**src/rtl/sr_link_pkg.sv**
```systemverilog
// Shared types and sizing for the 3-wire LED shift-register link receiver.
package sr_link_pkg;

  localparam int SR_FRAME_WIDTH = 12;
  localparam int SR_SYNC_STAGES = 2;

  typedef enum logic {
    HUNT    = 1'b0,
    ALIGNED = 1'b1
  } rx_state_t;

  // Counter must hold 0..WIDTH+1 so an over-long frame stays distinguishable from a good one.
  function automatic int sr_cnt_width(input int width);
    return $clog2(width + 2);
  endfunction

  localparam int SR_CNT_W = sr_cnt_width(SR_FRAME_WIDTH);

endpackage

```
**src/rtl/sr_edge_sync.sv**
```systemverilog
// Synchroniser plus rise detector for one asynchronous link input.
// Define SR_DEGLITCH_EN to insert a 3-sample majority filter ahead of edge detection.
module sr_edge_sync
  import sr_link_pkg::*;
#(
  parameter int SYNC_STAGES = SR_SYNC_STAGES
) (
  input  logic clk,
  input  logic rst_n,
  input  logic din,
  output logic level,
  output logic rise
);

  logic [SYNC_STAGES-1:0] sync;
  logic                   level_d;

  // NOTE: sequential state uses non-blocking assignments so every flop samples pre-edge values.
  always_ff @(posedge clk or negedge rst_n) begin
    if (!rst_n) begin
      sync <= '0;
    end else begin
      sync <= {sync[SYNC_STAGES-2:0], din};
    end
  end

`ifdef SR_DEGLITCH_EN
  logic [1:0] hist;
  logic       filt;

  // Registered majority of the current and two previous samples: single-cycle pulses vanish.
  always_ff @(posedge clk or negedge rst_n) begin
    if (!rst_n) begin
      hist <= '0;
      filt <= 1'b0;
    end else begin
      hist <= {hist[0], sync[SYNC_STAGES-1]};
      filt <= (sync[SYNC_STAGES-1] & hist[0]) |
              (sync[SYNC_STAGES-1] & hist[1]) |
              (hist[0] & hist[1]);
    end
  end

  assign level = filt;
`else
  assign level = sync[SYNC_STAGES-1];
`endif

  always_ff @(posedge clk or negedge rst_n) begin
    if (!rst_n) begin
      level_d <= 1'b0;
    end else begin
      level_d <= level;
    end
  end

  assign rise = level & ~level_d;

endmodule

```
**src/rtl/sr_frame_receiver.sv**
```systemverilog
// Receive end of the SR_CK/SR_Q/SR_LATCH link: deserialises MSB-first frames into a word.
// Optional input deglitching is enabled by defining SR_DEGLITCH_EN.
module sr_frame_receiver
  import sr_link_pkg::*;
#(
  parameter int WIDTH       = SR_FRAME_WIDTH,
  parameter int SYNC_STAGES = SR_SYNC_STAGES
) (
  input  logic             clk,
  input  logic             rst_n,
  input  logic             sr_ck,
  input  logic             sr_q,
  input  logic             sr_latch,
  output logic [WIDTH-1:0] data,
  output logic             data_valid,
  output logic             frame_err,
  output logic             aligned
);

  localparam int            CW       = sr_cnt_width(WIDTH);
  localparam logic [CW-1:0] CNT_FULL = CW'(WIDTH);
  localparam logic [CW-1:0] CNT_SAT  = CW'(WIDTH + 1);

  logic ck_rise;
  logic q_lvl;
  logic latch_rise;

  // CK and Q share identical synchroniser depth so Q is stable when the CK rise is seen.
  sr_edge_sync #(.SYNC_STAGES(SYNC_STAGES)) u_ck_sync (
    .clk   (clk),
    .rst_n (rst_n),
    .din   (sr_ck),
    .level (),
    .rise  (ck_rise)
  );

  sr_edge_sync #(.SYNC_STAGES(SYNC_STAGES)) u_q_sync (
    .clk   (clk),
    .rst_n (rst_n),
    .din   (sr_q),
    .level (q_lvl),
    .rise  ()
  );

  sr_edge_sync #(.SYNC_STAGES(SYNC_STAGES)) u_latch_sync (
    .clk   (clk),
    .rst_n (rst_n),
    .din   (sr_latch),
    .level (),
    .rise  (latch_rise)
  );

  rx_state_t state;
  rx_state_t state_nxt;

  always_ff @(posedge clk or negedge rst_n) begin
    if (!rst_n) begin
      state <= HUNT;
    end else begin
      state <= state_nxt;
    end
  end

  // NOTE: defaulting every always_comb output first keeps the block free of inferred latches.
  always_comb begin
    state_nxt = state;
    if (state == HUNT && latch_rise) begin
      state_nxt = ALIGNED;
    end
  end

  always_comb begin
    aligned = (state == ALIGNED);
  end

  logic [WIDTH-1:0] shreg;
  logic [WIDTH-1:0] shreg_post;
  logic [CW-1:0]    bit_cnt;
  logic [CW-1:0]    cnt_post;

  // Post-shift view: a CK rise coinciding with the latch rise still belongs to the latched frame.
  always_comb begin
    shreg_post = shreg;
    cnt_post   = bit_cnt;
    if (ck_rise) begin
      shreg_post = {shreg[WIDTH-2:0], q_lvl};
      if (bit_cnt != CNT_SAT) begin
        cnt_post = bit_cnt + CW'(1);
      end
    end
  end

  // NOTE: the shift register is reset explicitly so DATA can never expose power-up garbage.
  always_ff @(posedge clk or negedge rst_n) begin
    if (!rst_n) begin
      shreg      <= '0;
      bit_cnt    <= '0;
      data       <= '0;
      data_valid <= 1'b0;
      frame_err  <= 1'b0;
    end else begin
      shreg      <= shreg_post;
      bit_cnt    <= latch_rise ? '0 : cnt_post;
      data_valid <= 1'b0;
      frame_err  <= 1'b0;
      if (latch_rise && state == ALIGNED) begin
        if (cnt_post == CNT_FULL) begin
          data       <= shreg_post;
          data_valid <= 1'b1;
        end else begin
          frame_err  <= 1'b1;
        end
      end
    end
  end

endmodule

```
**config.mk**
```make
export PLATFORM = sky130hd
export DESIGN_NAME = sr_frame_receiver
export DESIGN_NICKNAME = d
export VERILOG_FILES = /design/src/rtl/sr_link_pkg.sv /design/src/rtl/sr_edge_sync.sv /design/src/rtl/sr_frame_receiver.sv
export SDC_FILE = /design/constraint.sdc
export NUM_CORES = 1
export LEC_CHECK = 0
export CORE_ASPECT_RATIO = 1.2
export CORE_MARGIN = 2
export CORE_UTILIZATION = 50
export DETAILED_ROUTE_END_ITERATION = 16
export PLACE_DENSITY = 0.76
export SYNTH_ARGS = -nofsm -noshare
export SYNTH_HDL_FRONTEND = slang
export SYNTH_SLANG_ARGS = --single-unit
```
**constraint.sdc**
```tcl
create_clock -name clk -period 4.2 [get_ports clk]
set_clock_uncertainty 0.1 [all_clocks]
set_input_delay 0.42 -clock clk [delete_from_list [all_inputs] [get_ports clk]]
set_output_delay 0.42 -clock clk [all_outputs]
set_load 0.01 [all_outputs]
```
==> metrics, run 1 <==
Peak VDD IR=around 290 uV; Syn Area/Cell=roughly 13 um^2; clock sinks=39; H-tree levels=2; CTS Buffer Depth=2; critical path type=register to register; final WL=2.25 mm; PwrDens=between 400 and 500 mW/mm^2; final net count=roughly 150; worst setup margin=1.59 ns; clk slew on worst S/H paths=0.11 ns; Yosys warning count=0; Root Buffer Master=clkbuf_4; largest family of logic cells by synthesized area=simple AND/OR/NAND/NOR gates; TritonCTS clock tree=built; unrepaired setup endpoints after global routing=false; CP Capture Type=register; status=complete, no violations; Final TNS setup=0 ns; Post-Synth XOR/XNOR Area=0.574%; die area=0.00351 mm^2; Detailed Place HPWL=1.52 mm; later-pin clock latency in the skew report=around 0.33 ns; pre-CTS WS=between 1.5 and 2 ns; Layout area overhead=18.6%; final RePlAce weighted congestion=0.885; core box area=about 0.0029 mm^2; share of layout cells above drive strength 1=a little under a fifth; crit path launch type=register; Syn Nets=roughly 130; final hold vios=0; Worst Hold Class=input pin to asynchronous set/reset pin; vias in the first global route=roughly 950; ANT nets after route=0; Synth Instances=between 100 and 150; #FFs+latches synth=39; Fmax=roughly 380 MHz; Least-Margin Pin Slew=0.812 ns; ANT cells=0; Final Cycle Share=between 60% and 70%; total CTS buffers=5; first-pass GRT wire length=between 4 and 5 mm; Setup Fix Bufs, Post-CTS=0; DRC Markers=0; final slew viol count=0; max-cap violations=0; Synth Area in Adders=between 1.5 and 2%; vias per inst=5.18; Synth async-reset ratio=100%; Post-synth EDFFs=0; Initial Utilization=between 50 and 60%; Worst EP required=about 4.3 ns; Worst EP arrival=approximately 2.7 ns; Overflow after GRT=0; multiplexer share of the synthesized area=between 10% and 20%; std cell rows=21; Seq/Total Area, Yosys=63.9%; # port buffers=19; most common cell after layout, fill and taps aside=dfrtp_1; leakage power total=about 0.93 nW; Wirelength per Cell=12.7 um; crit path max fanout=13; Synth Area in Simple Gates=between 10% and 20%; Unique masters post-synth=26; most frequent cells in the layout=39 x dfrtp_1, 38 x nand2_1, 18 x clkdlybuf4s50_1; CTS-repair resized insts=0; initial antenna violation count=0; GRT Util Overall=16.0%; Die Height=roughly 65 um; final setup fails=0; DR iter-0 viols=29; I/O pin count=20; Synth Flop Type=dfrtp_1; synthesized area=between 0.0015 and 0.002 mm^2; CTS Hold Bufs=0; via count=just over 900; largest net degree at the start of global routing=40; Die X=54.4 um; Compound-Gate Fraction of Synth Area=3.69%; Period minus WS final=between 2 and 3 ns; Worst slew margin=approximately 46%; total iterations of the first detailed-routing run=4
[area by class of cell]
cell class / instances / area (um^2)
fill: 223 / 1050
clock buffer: 6 / 51.3
multi-input combinational: 75 / 513
timing repair buffer: 19 / 185
clock inverter: 2 / 35.0
inverter: 2 / 7.51
tap: 34 / 42.5
sequential: 39 / 976
[state kept, by name, summed over array words and instances, names as in the netlist]
name,count
u_q_sync.sync,2
u_ck_sync.level_d,1
shreg,12
data_valid,1
aligned,1
u_ck_sync.sync,2
u_latch_sync.level_d,1
u_latch_sync.sync,2
bit_cnt,4
frame_err,1
data,12
[path summary, 6_finish.rpt]
kind                                      start              endpoint  slack, ns  cells after the start
setup reg to reg                     bit_cnt[0]               data[7]       1.59                      6
setup / recovery                     bit_cnt[0]               data[7]       1.59                      6
hold / removal                            rst_n               data[8]       0.06                      1
min in group clk           u_latch_sync.sync[0]  u_latch_sync.sync[1]       0.26                      0
hold reg to reg            u_latch_sync.sync[0]  u_latch_sync.sync[1]       0.26                      0
max in group asynchronous                 rst_n              shreg[5]       3.42                      1
[where the power goes]
| group | leakage (nW) | switching, mW | internal (mW) |
|---|---|---|---|
| clock network | 0.0482 | 0.116 | 0.141 |
| registers | 0.510 | 0.0205 | 0.406 |
| logic | 0.370 | 0.0402 | 0.0255 |
[layer usage]
metal  up-vias  part of all wire (%)  global-route usage, %
met5         -                     0                      0
met4         0                   1.1                   6.56
met3         4                   5.3                   5.30
met2        30                    47                   24.1
met1       444                    47                   20.9
li1        438                     -                      -
[stage by stage]
| stage | power [mW] | instance area (um^2) | std cells | utilization [%] | hold slack, ns |
|---|---|---|---|---|---|
| global placement | 0.496 | 1720 | 169 | 60.2 | 0.235 |
| global route | 0.792 | 1810 | 177 | 63.2 | 0.125 |
| floorplan | 0.477 | 1530 | 120 | - | 0.0244 |
| detailed placement | 0.501 | 1720 | 169 | 60.2 | 0.241 |
| CTS | 0.761 | 1810 | 177 | 63.2 | 0.0878 |
| finish | 0.749 | 1810 | 177 | 63.2 | 0.0623 |
[logic make-up (layout without fill, tap and decap cells)]
logic type	count (synthesis)	count (layout)
and+or+nand+nor	54	54
adders and majority gates	2	2
buffers and inverters	6	29
xor gates and xnor gates	1	1
muxes	13	13
AOI/OAI and AO/OA	5	5
DFF	39	39
[critical path, cell delays in order, from the launching register on]
cell,delay [ns]
dfrtp_1,0.48
ha_1,0.22
nand3_1,0.12
a211o_1,0.35
a2111oi_4,0.39
nand3_2,0.41
mux2_4,0.43
[synth_stat cells (2+ instances only)]
master / n / area [um^2]
mux2_4: 9 / 135
clkbuf_1: 2 / 7.51
dfrtp_1: 39 / 976
inv_1: 2 / 7.51
mux2_2: 3 / 33.8
ha_1: 2 / 25.0
buf_6: 2 / 22.5
nand2_1: 38 / 143
a21oi_1: 2 / 10.0
nor2_1: 5 / 18.8
Note: power is estimated with default switching activity, not from simulation.
==> run 2: changes to the inputs <==
Clock period 4.2 ns to 2.71 ns, I/O delays scaled along.
==> run 2 against run 1 <==
  * Setup slack worse by 1.3 ns
  * Combinational power rose by 63%
  * Clock power grew 55%
  * Final cell count rose by 1.1%
  * Maximum frequency grew 8.1%
  * Critical endpoint unchanged
  * Highest routed layer unchanged
  * Register-to-register slack lost 1.3 ns
  * Sequential share of layout area down 0.52 points
  * Via count rose by 1.4%
  * Non-clock buffer count rose by 2
==> metrics, run 2 (synthesis results as in run 1) <==
Design Area, Final=0.00183 mm^2; final setup fails=0; ANT cells=0; Overflow after GRT=0; share of layout cells above drive strength 1=18.6%; pre-CTS WS=0.332 ns; final cell count without fillers=around 180; # port buffers=19; Multi-input gate area=approximately 510 um^2; total iterations of the first detailed-routing run=4; Worst slew margin=a little under half; largest net degree at the start of global routing=40; final net count=151; Period minus WS final=roughly 2.4 ns; initial antenna violation count=0; via count=929; sequential power share=56.7%; critical path type=register to register; I/O pin count=20; CP Capture Type=register; PwrDens=about 640 mW/mm^2; Layout area overhead=19.8%; final slew viol count=0; first-pass GRT wire length=between 4 and 5 mm; Worst EP required=between 2 and 3 ns; Fmax=between 400 and 500 MHz; clk slew on worst S/H paths=0.11 ns; Least-Margin Pin Slew=0.823 ns; Final TNS setup=0 ns; Setup Fix Bufs, Post-CTS=0; Regs by FF count=data (12), shreg (12), bit_cnt (4); Initial Utilization=between 50 and 60%; leakage power total=~0.94 nW; core box area=between 0.002 and 0.003 mm^2; clock sinks=39; crit path max fanout=13; Wirelength per Cell=13.3 um; final hold vios=0; vias per inst=roughly 5.2; most frequent cells in the layout=39 x dfrtp_1, 38 x nand2_1, 18 x clkdlybuf4s50_1; later-pin clock latency in the skew report=about 0.34 ns; die area=between 0.003 and 0.004 mm^2; Net Sw Frac=23.7%; crit path launch type=register; final RePlAce weighted congestion=just under 0.9; TritonCTS clock tree=built; unrepaired setup endpoints after global routing=false; Fillers=221; switching power=roughly 0.28 mW; ANT nets after route=0; Int Power=0.889 mW; Comb pwr share=a little under a tenth; Root Buffer Master=clkbuf_4; Final Cycle Share=89.0%; Peak VDD IR=about 440 uV; Worst Hold Class=register to register; Die X=between 50 and 60 um; std cell rows=21; H-tree levels=2; Worst EP arrival=roughly 2.5 ns; placed insts=170; Sequential Area=about 980 um^2; final WL=2.38 mm; DRC Markers=0; Die Height=around 65 um; clock network power share=about a third; Area after DPL=between 0.0015 and 0.002 mm^2; total CTS buffers=5; CTS Buffer Depth=2; GRT Util Overall=17.3%; max-cap violations=0; DR iter-0 viols=23; Detailed Place HPWL=around 1.6 mm; most common cell after layout, fill and taps aside=dfrtp_1; worst setup margin=between 0.2 and 0.3 ns; status=complete, no violations; vias in the first global route=965
## run 2: changes by cell type in the layout (fill, tap and decap cells not counted), sizes merged
cell	previous run	this run
buf	1	2
dlygate4sd3	0	1
## run 2: per-layer routing
metal	GRT usage, %	wire length, um	up-vias
met5	0	0	-
met4	7.50	51	0
met3	4.38	80	7
met2	26.2	1170	16
met1	23.3	1080	465
li1	-	-	441
## run 2: worst paths after layout
check	from	endpoint	slack (ns)	cells past startpoint
max	bit_cnt[1]	data[7]	0.30	8
max in group asynchronous	rst_n	u_ck_sync.level_d	1.54	2
min reg2reg	u_ck_sync.sync[0]	u_ck_sync.sync[1]	0.26	0
min	u_ck_sync.sync[0]	u_ck_sync.sync[1]	0.26	0
max reg2reg	bit_cnt[1]	data[7]	0.30	8
min in group asynchronous	rst_n	data[3]	0.46	2
## run 2: final cells by class
cell class / instances / area share (%)
Timing Repair Buffer: 21 / 11.1
Tap cell: 34 / 2.33
Inverter: 2 / 0.411
Sequential cell: 39 / 53.4
Clock buffer: 6 / 2.81
Clock inverter: 2 / 1.92
Multi-Input combinational cell: 75 / 28.1
## run 2: through the flow
step | hold slack, ns | util, % | power [mW]
after floorplan | -0.125 | - | 0.739
after global placement | 0.236 | 60.5 | 0.768
after detailed placement | 0.239 | 60.5 | 0.778
after CTS | 0.257 | 63.8 | 1.18
after global routing | 0.246 | 63.8 | 1.23
final | 0.262 | 63.8 | 1.17
## run 2: critical path, stage by stage, from the launching register on
cell,delay (ns)
dfrtp_1,0.44
inv_1,0.08
ha_1,0.18
nand3_1,0.12
a211o_1,0.35
a2111oi_4,0.39
nand3_2,0.10
buf_4,0.23
mux2_4,0.32
## run 2: power by group through the flow
| stage | Clock (mW) | Sequential (mW) | Combinational [mW] |
|---|---|---|---|
| after global routing | 0.438 | 0.669 | 0.124 |
| after detailed placement | 0 | 0.672 | 0.106 |
| after global placement | 0 | 0.669 | 0.0997 |
| after floorplan | 0 | 0.665 | 0.0744 |
| after CTS | 0.409 | 0.660 | 0.108 |
| final | 0.398 | 0.660 | 0.107 |
## run 2: timing repair
action / in CTS / in global routing
hold endpoints to repair: 39 / 0
setup endpoints to repair: 0 / 0
hold buffers: 1 / 0
resized for setup: 0 / 0
==> run 3: changes to the inputs <==
Settings changed: CAP_MARGIN from default to 20.
==> results of run 3 <==
Final layout, timing and power as in run 2 (identical DEF).
